[config.mk]
export PLATFORM = sky130hd
export DESIGN_NAME = mc_controller_flat
export DESIGN_NICKNAME = d
export VERILOG_FILES = /design/src/rtl/mips_pkg.sv /design/src/rtl/mc_controller_if.sv /design/src/rtl/mc_aludec.sv /design/src/rtl/mc_controller.sv /design/src/flat_wrapper.sv
export SDC_FILE = /design/constraint.sdc
export NUM_CORES = 1
export LEC_CHECK = 0
export BUFFER_PORTS_ARGS = -buffer_cell sky130_fd_sc_hd__buf_2
export CORE_AREA = 2 2 51 76
export CTS_CLUSTER_DIAMETER = 60
export DETAILED_ROUTE_END_ITERATION = 8
export DIE_AREA = 0 0 53 78
export PLACE_DENSITY_LB_ADDON = 0.25
export SKIP_LAST_GASP = 1
export SYNTH_ARGS = -nofsm -noshare
export SYNTH_HDL_FRONTEND = slang
export SYNTH_SLANG_ARGS = --single-unit
[constraint.sdc]
create_clock -name clk -period 5.5 [get_ports clk]
set_input_delay 0.275 -clock clk [delete_from_list [all_inputs] [get_ports clk]]
set_output_delay 0.275 -clock clk [all_outputs]
set_load 0.01 [all_outputs]
[src/rtl/mips_pkg.sv]
// Shared encodings for the multicycle MIPS controller: opcodes, functs, FSM states,
// ALU operation codes and the per-state control word.
package mips_pkg;

  localparam logic [5:0] OP_RTYPE = 6'b000000;
  localparam logic [5:0] OP_J     = 6'b000010;
  localparam logic [5:0] OP_BEQ   = 6'b000100;
  localparam logic [5:0] OP_BNE   = 6'b000101;
  localparam logic [5:0] OP_ADDI  = 6'b001000;
  localparam logic [5:0] OP_ORI   = 6'b001101;
  localparam logic [5:0] OP_LW    = 6'b100011;
  localparam logic [5:0] OP_SW    = 6'b101011;

  localparam logic [5:0] FN_ADD = 6'b100000;
  localparam logic [5:0] FN_SUB = 6'b100010;
  localparam logic [5:0] FN_AND = 6'b100100;
  localparam logic [5:0] FN_OR  = 6'b100101;
  localparam logic [5:0] FN_SLT = 6'b101010;

  localparam logic [2:0] ALU_ADD = 3'b010;
  localparam logic [2:0] ALU_SUB = 3'b110;
  localparam logic [2:0] ALU_AND = 3'b000;
  localparam logic [2:0] ALU_OR  = 3'b001;
  localparam logic [2:0] ALU_SLT = 3'b111;

  typedef enum logic [1:0] {
    ALUOP_ADD   = 2'b00,
    ALUOP_SUB   = 2'b01,
    ALUOP_FUNCT = 2'b10,
    ALUOP_OR    = 2'b11
  } aluop_t;

  typedef enum logic [3:0] {
    S_FETCH   = 4'd0,
    S_DECODE  = 4'd1,
    S_MEMADR  = 4'd2,
    S_MEMRD   = 4'd3,
    S_MEMWB   = 4'd4,
    S_MEMWR   = 4'd5,
    S_RTYPEEX = 4'd6,
    S_RTYPEWB = 4'd7,
    S_BEQEX   = 4'd8,
    S_ADDIEX  = 4'd9,
    S_ADDIWB  = 4'd10,
    S_JEX     = 4'd11,
    S_ORIEX   = 4'd12,
    S_BNEEX   = 4'd13
  } state_t;

  // need_ready marks states whose strobes (irwrite/pcwrite/done) wait for memory.
  typedef struct packed {
    logic       iord;
    logic       memwrite;
    logic       irwrite;
    logic       regdst;
    logic       memtoreg;
    logic       regwrite;
    logic       alusrca;
    logic [1:0] alusrcb;
    logic       immzext;
    logic [1:0] pcsrc;
    aluop_t     aluop;
    logic       pcwrite;
    logic       branch;
    logic       bne;
    logic       done;
    logic       need_ready;
  } ctrl_t;

  function automatic ctrl_t ctrl_of(input state_t s);
    ctrl_t c;
    c = '0;
    case (s)
      S_FETCH: begin
        c.alusrcb    = 2'b01;
        c.irwrite    = 1'b1;
        c.pcwrite    = 1'b1;
        c.need_ready = 1'b1;
      end
      S_DECODE: c.alusrcb = 2'b11;
      S_MEMADR, S_ADDIEX: begin
        c.alusrca = 1'b1;
        c.alusrcb = 2'b10;
      end
      S_MEMRD: c.iord = 1'b1;
      S_MEMWB: begin
        c.memtoreg = 1'b1;
        c.regwrite = 1'b1;
        c.done     = 1'b1;
      end
      S_MEMWR: begin
        c.iord       = 1'b1;
        c.memwrite   = 1'b1;
        c.done       = 1'b1;
        c.need_ready = 1'b1;
      end
      S_RTYPEEX: begin
        c.alusrca = 1'b1;
        c.aluop   = ALUOP_FUNCT;
      end
      S_RTYPEWB: begin
        c.regdst   = 1'b1;
        c.regwrite = 1'b1;
        c.done     = 1'b1;
      end
      S_ADDIWB: begin
        c.regwrite = 1'b1;
        c.done     = 1'b1;
      end
      S_BEQEX, S_BNEEX: begin
        c.alusrca = 1'b1;
        c.aluop   = ALUOP_SUB;
        c.pcsrc   = 2'b01;
        c.branch  = (s == S_BEQEX);
        c.bne     = (s == S_BNEEX);
        c.done    = 1'b1;
      end
      S_ORIEX: begin
        c.alusrca = 1'b1;
        c.alusrcb = 2'b10;
        c.immzext = 1'b1;
        c.aluop   = ALUOP_OR;
      end
      S_JEX: begin
        c.pcsrc   = 2'b10;
        c.pcwrite = 1'b1;
        c.done    = 1'b1;
      end
      default: c = '0;
    endcase
    return c;
  endfunction

endpackage

[src/rtl/mc_controller_if.sv]
// Control bus between the instruction register/datapath and the multicycle controller.
// master = controller side, slave = datapath side.
interface mc_controller_if;
  logic [5:0] op;
  logic [5:0] funct;
  logic       zero;
  logic       mem_ready;

  logic       pcen;
  logic       iord;
  logic       memwrite;
  logic       irwrite;
  logic       regdst;
  logic       memtoreg;
  logic       regwrite;
  logic       alusrca;
  logic [1:0] alusrcb;
  logic       immzext;
  logic [1:0] pcsrc;
  logic [2:0] alucontrol;
  logic       illegal_op;
  logic       instr_done;

  modport master (
    input  op, funct, zero, mem_ready,
    output pcen, iord, memwrite, irwrite, regdst, memtoreg, regwrite,
           alusrca, alusrcb, immzext, pcsrc, alucontrol, illegal_op, instr_done
  );

  modport slave (
    output op, funct, zero, mem_ready,
    input  pcen, iord, memwrite, irwrite, regdst, memtoreg, regwrite,
           alusrca, alusrcb, immzext, pcsrc, alucontrol, illegal_op, instr_done
  );
endinterface

[src/rtl/mc_aludec.sv]
// ALU decoder: maps the FSM's aluop class and the R-type funct field to alucontrol.
// Unknown functs fall back to add rather than trapping.
module mc_aludec
  import mips_pkg::*;
(
  input  aluop_t     aluop_i,
  input  logic [5:0] funct_i,
  output logic [2:0] alucontrol_o
);

  always_comb begin
    alucontrol_o = ALU_ADD;
    case (aluop_i)
      ALUOP_ADD: alucontrol_o = ALU_ADD;
      ALUOP_SUB: alucontrol_o = ALU_SUB;
      ALUOP_OR:  alucontrol_o = ALU_OR;
      ALUOP_FUNCT: begin
        case (funct_i)
          FN_ADD:  alucontrol_o = ALU_ADD;
          FN_SUB:  alucontrol_o = ALU_SUB;
          FN_AND:  alucontrol_o = ALU_AND;
          FN_OR:   alucontrol_o = ALU_OR;
          FN_SLT:  alucontrol_o = ALU_SLT;
          default: alucontrol_o = ALU_ADD;
        endcase
      end
      default: alucontrol_o = ALU_ADD;
    endcase
  end

endmodule

[src/rtl/mc_controller.sv]
// Multicycle MIPS control unit: Moore FSM sequencing each instruction over 3-5 cycles,
// with memory wait-states, optional bne/ori, illegal-opcode and retire pulses.
module mc_controller
  import mips_pkg::*;
#(
  parameter bit MEM_WAIT    = 1'b1,
  parameter bit SUPPORT_BNE = 1'b1,
  parameter bit SUPPORT_ORI = 1'b1
) (
  input  logic           clk,
  input  logic           reset,
  mc_controller_if.master bus
);

  state_t     state_q, state_d;
  ctrl_t      ctrl_q;
  logic       ready;
  logic       op_legal;
  logic       run;
  logic       strobe_ok;
  logic [2:0] alucontrol_raw;

  always_comb begin
    ready = MEM_WAIT ? bus.mem_ready : 1'b1;
  end

  always_comb begin
    op_legal = 1'b0;
    case (bus.op)
      OP_LW, OP_SW, OP_RTYPE, OP_BEQ, OP_ADDI, OP_J: op_legal = 1'b1;
      OP_BNE:  op_legal = SUPPORT_BNE;
      OP_ORI:  op_legal = SUPPORT_ORI;
      default: op_legal = 1'b0;
    endcase
  end

  always_comb begin
    state_d = state_q;
    case (state_q)
      S_FETCH:  state_d = ready ? S_DECODE : S_FETCH;
      S_DECODE: begin
        state_d = S_FETCH;
        if (op_legal) begin
          case (bus.op)
            OP_LW, OP_SW: state_d = S_MEMADR;
            OP_RTYPE:     state_d = S_RTYPEEX;
            OP_BEQ:       state_d = S_BEQEX;
            OP_BNE:       state_d = S_BNEEX;
            OP_ADDI:      state_d = S_ADDIEX;
            OP_ORI:       state_d = S_ORIEX;
            OP_J:         state_d = S_JEX;
            default:      state_d = S_FETCH;
          endcase
        end
      end
      S_MEMADR:  state_d = (bus.op == OP_SW) ? S_MEMWR : S_MEMRD;
      S_MEMRD:   state_d = ready ? S_MEMWB : S_MEMRD;
      S_MEMWR:   state_d = ready ? S_FETCH : S_MEMWR;
      S_RTYPEEX: state_d = S_RTYPEWB;
      S_ADDIEX:  state_d = S_ADDIWB;
      S_ORIEX:   state_d = S_ADDIWB;
      default:   state_d = S_FETCH;
    endcase
  end

  // The control word is registered alongside the state so outputs never glitch on decode.
  always_ff @(posedge clk) begin
    if (reset) begin
      state_q <= S_FETCH;
      ctrl_q  <= ctrl_of(S_FETCH);
    end else begin
      state_q <= state_d;
      ctrl_q  <= ctrl_of(state_d);
    end
  end

  mc_aludec u_aludec (
    .aluop_i      (ctrl_q.aluop),
    .funct_i      (bus.funct),
    .alucontrol_o (alucontrol_raw)
  );

  assign run       = ~reset;
  assign strobe_ok = ~ctrl_q.need_ready | ready;

  assign bus.pcen = run & ((ctrl_q.pcwrite & strobe_ok)
                         | (ctrl_q.branch & bus.zero)
                         | (ctrl_q.bne & ~bus.zero));
  assign bus.iord       = run & ctrl_q.iord;
  assign bus.memwrite   = run & ctrl_q.memwrite;
  assign bus.irwrite    = run & ctrl_q.irwrite & strobe_ok;
  assign bus.regdst     = run & ctrl_q.regdst;
  assign bus.memtoreg   = run & ctrl_q.memtoreg;
  assign bus.regwrite   = run & ctrl_q.regwrite;
  assign bus.alusrca    = run & ctrl_q.alusrca;
  assign bus.alusrcb    = {2{run}} & ctrl_q.alusrcb;
  assign bus.immzext    = run & ctrl_q.immzext;
  assign bus.pcsrc      = {2{run}} & ctrl_q.pcsrc;
  assign bus.alucontrol = {3{run}} & alucontrol_raw;
  assign bus.illegal_op = run & (state_q == S_DECODE) & ~op_legal;
  assign bus.instr_done = run & ctrl_q.done & strobe_ok;

endmodule

[src/flat_wrapper.sv]
// flat-port wrapper written by rule: the top's interface ports become plain ports
module mc_controller_flat import mips_pkg::*;
#(
  parameter bit MEM_WAIT    = 1'b1,
  parameter bit SUPPORT_BNE = 1'b1,
  parameter bit SUPPORT_ORI = 1'b1
)
  (clk, reset, bus_op, bus_funct, bus_zero, bus_mem_ready, bus_pcen, bus_iord, bus_memwrite, bus_irwrite, bus_regdst, bus_memtoreg, bus_regwrite, bus_alusrca, bus_alusrcb, bus_immzext, bus_pcsrc, bus_alucontrol, bus_illegal_op, bus_instr_done);
  mc_controller_if bus_i ();
  input  logic clk;
  input  logic reset;
  input wire logic [$bits(bus_i.op)-1:0] bus_op;
  input wire logic [$bits(bus_i.funct)-1:0] bus_funct;
  input wire logic [$bits(bus_i.zero)-1:0] bus_zero;
  input wire logic [$bits(bus_i.mem_ready)-1:0] bus_mem_ready;
  output wire logic [$bits(bus_i.pcen)-1:0] bus_pcen;
  output wire logic [$bits(bus_i.iord)-1:0] bus_iord;
  output wire logic [$bits(bus_i.memwrite)-1:0] bus_memwrite;
  output wire logic [$bits(bus_i.irwrite)-1:0] bus_irwrite;
  output wire logic [$bits(bus_i.regdst)-1:0] bus_regdst;
  output wire logic [$bits(bus_i.memtoreg)-1:0] bus_memtoreg;
  output wire logic [$bits(bus_i.regwrite)-1:0] bus_regwrite;
  output wire logic [$bits(bus_i.alusrca)-1:0] bus_alusrca;
  output wire logic [$bits(bus_i.alusrcb)-1:0] bus_alusrcb;
  output wire logic [$bits(bus_i.immzext)-1:0] bus_immzext;
  output wire logic [$bits(bus_i.pcsrc)-1:0] bus_pcsrc;
  output wire logic [$bits(bus_i.alucontrol)-1:0] bus_alucontrol;
  output wire logic [$bits(bus_i.illegal_op)-1:0] bus_illegal_op;
  output wire logic [$bits(bus_i.instr_done)-1:0] bus_instr_done;
  assign bus_i.op = bus_op;
  assign bus_i.funct = bus_funct;
  assign bus_i.zero = bus_zero;
  assign bus_i.mem_ready = bus_mem_ready;
  assign bus_pcen = bus_i.pcen;
  assign bus_iord = bus_i.iord;
  assign bus_memwrite = bus_i.memwrite;
  assign bus_irwrite = bus_i.irwrite;
  assign bus_regdst = bus_i.regdst;
  assign bus_memtoreg = bus_i.memtoreg;
  assign bus_regwrite = bus_i.regwrite;
  assign bus_alusrca = bus_i.alusrca;
  assign bus_alusrcb = bus_i.alusrcb;
  assign bus_immzext = bus_i.immzext;
  assign bus_pcsrc = bus_i.pcsrc;
  assign bus_alucontrol = bus_i.alucontrol;
  assign bus_illegal_op = bus_i.illegal_op;
  assign bus_instr_done = bus_i.instr_done;
  mc_controller #(.MEM_WAIT(MEM_WAIT), .SUPPORT_BNE(SUPPORT_BNE), .SUPPORT_ORI(SUPPORT_ORI)) u_core (.clk(clk), .reset(reset), .bus(bus_i));
endmodule
After elaboration in Yosys (flattened, before gate mapping) --
Index checks and enable logic that the tools add are counted.
Storage, ports and cells: input port bits 16, register bits after elaboration 23, output and inout bits 18
Operators by class: reduce and logical (&&, ||, !) cells 16, bitwise logic cells 28, muxes and demuxes 24, equal/unequal tests 34
Operators by type and width (count):
- case mux 4 bit (7 select lines) | 2
- equality test 6 bit (second input constant) | 6
- equality test 4 bit (second input constant) | 8
- equality test 4 x 3 -> 1 bit (second input constant) | 6
- case mux 3 bit (4 select lines) | 2
- bitwise AND 1 bit | 17
- equality test 4 x 2 -> 1 bit (second input constant) | 4
- OR reduction 2 bit | 7
- two-way mux 1 bit | 13
- equality test 6 x 3 -> 1 bit (second input constant) | 2
- equality test 6 x 4 -> 1 bit (second input constant) | 2
- case mux 2 bit (3 select lines) | 2
- two-way mux 3 bit | 3
- equality test 4 x 1 -> 1 bit (second input constant) | 2
- zero test 4 bit | 2
- OR reduction 8 bit | 1
- OR reduction 7 bit | 1
- equality test 6 x 2 -> 1 bit (second input constant) | 1
- zero test 6 bit | 1
- OR reduction 3 bit | 2
- OR reduction 6 bit | 1
- NOT 1 bit | 5
- bitwise AND 2 bit | 2
- equality test 2 bit (second input constant) | 2
- 6 further kinds | 8

Depth between registers and ports, before layout --
word-level depth 9, mapped depth 8, depth with buffers taken out 6

By module --
From an unflattened synthesis, not the netlist that was laid out.
Second synthesis, totals: cells, all modules 166, area, all modules 1386.3 sq um
Modules (own cells, without submodules):
- mc_controller | sequential area each 460.4 sq um, times used 1, cells an instance 155, area an instance 1312.5 sq um
- mc_aludec | sequential area each 0.0 sq um, times used 1, cells an instance 11, area an instance 73.8 sq um

Worst setup path before layout --
OpenSTA, ideal clock, no wires.
path type flip-flop to flip-flop, start point reg u_core.state_q[1], end point reg u_core.ctrl_q[15] in the netlist's numbering, arrival time 1.950 ns, data required time 5.427 ns, stages on the path, launching flop included 7, library setup time 0.073 ns, path buffers 1, path slack 3.477 ns, cell sequence dfxtp_1 > or4b_4 > a2111o_1 > o211a_2 > buf_6 > or3_4 > nor3_2
On the way: cells in the longest elaborated chain, start to end 5, elaborated cells between the ends (all ways) 12
Ends and longest elaborated chain:
- start: declaration | line mc_controller.sv:15 | state_t state_q, state_d;
- start signal: assignment | line mc_controller.sv:72 | state_q <= state_d;
- equality test 4 bit | line mc_controller.sv:39 | case (state_q)
- OR reduction 2 bit (no source line)
- case mux 4 bit (7 select lines) * | line mc_controller.sv:39
- equality test 4 x 3 -> 1 bit * | line mips_pkg.sv:73 | case (s)
- two-way mux 1 bit * | line mips_pkg.sv:73
- end signal: assignment | line mc_controller.sv:70 | ctrl_q <= ctrl_of(S_FETCH);
- end signal: assignment | line mc_controller.sv:73 | ctrl_q <= ctrl_of(state_d);
- end: declaration | line mc_controller.sv:16 | ctrl_t ctrl_q;
Mark *: on every way between the ends. The rest lies on a longest branch, timed or not. A chain may end at the register's enable or synchronous reset.

Worst setup path after layout --
start point reg u_core.state_q[0], end point reg u_core.ctrl_q[11] in the netlist's numbering
On the way: cells in the longest elaborated chain, start to end 6, elaborated cells between the ends (all ways) 17
Ends and longest elaborated chain (line):
- equality test 4 bit | mc_controller.sv:39
- OR reduction 2 bit (no source line)
- case mux 4 bit (7 select lines) * | mc_controller.sv:39
- equality test 4 x 2 -> 1 bit / equality test 4 bit (equally long branches) | mips_pkg.sv:73
- OR reduction 3 bit (no source line)
- case mux 2 bit (3 select lines) * | mips_pkg.sv:73
Marked as above.

==> out/qor.csv <==
metric,value,unit
antenna_cells,0,
drc,0,
track_usage,16.2,%
critPathRequiredTime,5660,ps
clock_path_buffers,2,
hp-start,bus_mem_ready,
avgSynthCellArea,8.50,µm²
regToRegSetupSlack,3170,ps
netlist_area,1340,µm²
place.gp.congestion,0.833,
insertion_delay,260,ps
die_width,53,µm
relSlewSlack,53.3,%
core,3420,µm²
port_buffers,33,
ys_warn_count,0,
postRouteAntennaNets,0,
initial_core_util,39.1,%
hold_viol,0,
peakVddDrop,0.0000970,V
startpoint_type,register,
post-dp-hpwl,2270,µm
synthCells,157,
first_global_vias,1192,
ctsResizeCount,0,
drv_cap,0,
antenna_found_initial,0,
hold_buffers,0,
crit_path_end_kind,register,
worstSetupPathType,register to register,
wirelength,2950,µm
dieArea,4130,µm²
outcome,"complete, no violations",
grt_pass1_wl,5130,µm
wire_per_inst,13.0,µm
grt_overflow_total,0,
maxSlewViolCount,0,
worstPathCellList,or4b_4 -> a2111o_1 -> o211a_2 -> xor2_1 -> nand2b_1 -> a31oi_1,
clk_pin_slew_worst_paths,80,ps
p_leak,0.000659,µW
tns,0,ps
die_h,78,µm
synth_nets,173,
tightest_slew,698,ps
hold_end,u_core.ctrl_q[11],
cts_buffers,3,
final_min_period_over_clock_period,42.4,%
fillers,364,
core.rowCount,26,
critPathArrivalTime,2500,ps
nNetsFinal,202,
ys_ff_latch,23,
finalSetupViolCount,0,
rr_startpoint,u_core.state_q[0],
critPathBufInv,0,
final_area,1550,µm²
layout-drive-gt1-share,26.5,%
via_per_inst,5.28,
drt_first_pass_iters,4,
hp-class,input pin to register,
dr_total_vias,1198,
cts_htree_levels,1,
crit_fanout,12,
cts_setup_buffers,0,
rsz0062_at_grt,no,
period_minus_slack,2330,ps
ios,34,
clock_sinks,23,
fmax,0.429,GHz
slowest_stage,dfxtp_1,
yosysTopAreaCell,dfxtp_1,
ys_types,51,
critical-path-top-delay-family,compound AO/OA/AOI/OAI gates,
finalPower,325,µW
cts_tree,yes,
p_per_area,210,nW/µm²
hold_depth,3,
timing.rr.end,u_core.ctrl_q[11],
yosysSeqAreaShare,34.5,%
post-route-util,45.3,%
drtIter0Drc,31,
skew,9.89,ps
area_growth,16.0,%
reg2regPathDepth,6,
synth_edf_count,0,
ctsRootBufferMaster,clkbuf_8,
place_area,1500,µm²
synth-main-ff-cell,dfxtp_1,
grt_max_degree,32,
cpPeakStageDelay,540,ps
async_flop_share,0,%
synth_area_leaders,"dfxtp_1, nor2b_1, nor2_1",
yosysTopAreaCellShare,34.5,%
final cells by class:
cell class                      instances  area, µm²  share of cell area (%)
Timing Repair Buffer                   33        165                    10.7
Tap cell                               42       52.6                    3.39
Inverter                                5       18.8                    1.21
Clock inverter                          1       7.51                   0.485
Multi-Input combinational cell        120        803                    51.9
Sequential cell                        23        460                    29.7
Clock buffer                            3       41.3                    2.67
flip-flops by register name, summed over array words and instances (netlist names):
name / cells
u_core.ctrl_q: 19
u_core.state_q: 4
cell usage in the layout, fill, tap and decap left out, types with 3 or more instances in the layout:
| cell | n |
|---|---|
| buf_2 | 33 |
| dfxtp_1 | 23 |
| nor2_1 | 19 |
| nor2b_1 | 15 |
| a21oi_1 | 9 |
| nand2_1 | 7 |
| nor3b_1 | 6 |
| inv_1 | 5 |
| nand2b_1 | 5 |
| nor3_1 | 5 |
| or2_2 | 4 |
| a21o_1 | 3 |
| xnor2_1 | 3 |
| clkbuf_8 | 3 |
worst max-delay path by stage:
stage                     slack [ps]                end  cells after the start         startpoint
after floorplan                 3480  u_core.ctrl_q[15]                      6  u_core.state_q[1]
after global placement          3260  u_core.ctrl_q[11]                      6  u_core.state_q[0]
after detailed placement        3230  u_core.ctrl_q[11]                      6  u_core.state_q[0]
after CTS                       3160  u_core.ctrl_q[11]                      6  u_core.state_q[0]
after global routing            3050  u_core.ctrl_q[11]                      6  u_core.state_q[0]
final                           3170  u_core.ctrl_q[11]                      6  u_core.state_q[0]
layer usage:
layer / wire length (µm) / track usage [%]
met1: 1150 / 17.2
met2: 1610 / 30.4
met3: 110 / 1.73
met4: 72 / 6.92
met5: 0 / 0
tightest hold or removal path, stage by stage:
cell	delay, ps
buf_2	150
nand2_1	70
a31oi_1	110
synthesized netlist by cell type (2+ instances only):
cell type and instances:
clkbuf_1 4, nand2b_1 5, and3_1 2, nand2_1 7, dfxtp_1 23, buf_6 2
o21bai_1 2, and2_1 2, nor3b_1 6, nor2b_1 15, xor2_1 2, o211ai_1 2
nor3_1 5, o21ai_0 2, xnor2_1 3, or2_2 4, mux2i_1 2, buf_2 3
o21a_1 2, a21oi_1 9, a21o_1 3, inv_1 5, nor2_1 19
kinds of logic after synthesis:
kind of cell	Yosys count	share of synthesized area [%]
AO/OA/AOI/OAI	31	18.4
XOR/XNOR	5	3.28
adder cells (fa/ha/maj)	1	0.750
flip-flops	23	34.5
multiplexers	2	1.50
AND/OR/NAND/NOR	81	36.3
buffers and inverters	14	5.34
through the flow:
stage,cells,hold slack [ps],worst slack [ps]
floorplan,157,435,3480
global placement,223,678,3260
detailed placement,223,683,3230
CTS,227,411,3160
global route,227,415,3050
finish,227,416,3170
where the power goes:
part,leakage [µW],internal [µW],switching [µW]
clock network,0.0000217,51.2,52.0
registers,0.000187,170,2.86
logic,0.000451,20.8,27.8
total,0.000659,242,82.7
Power figures use the tool's default switching activity.
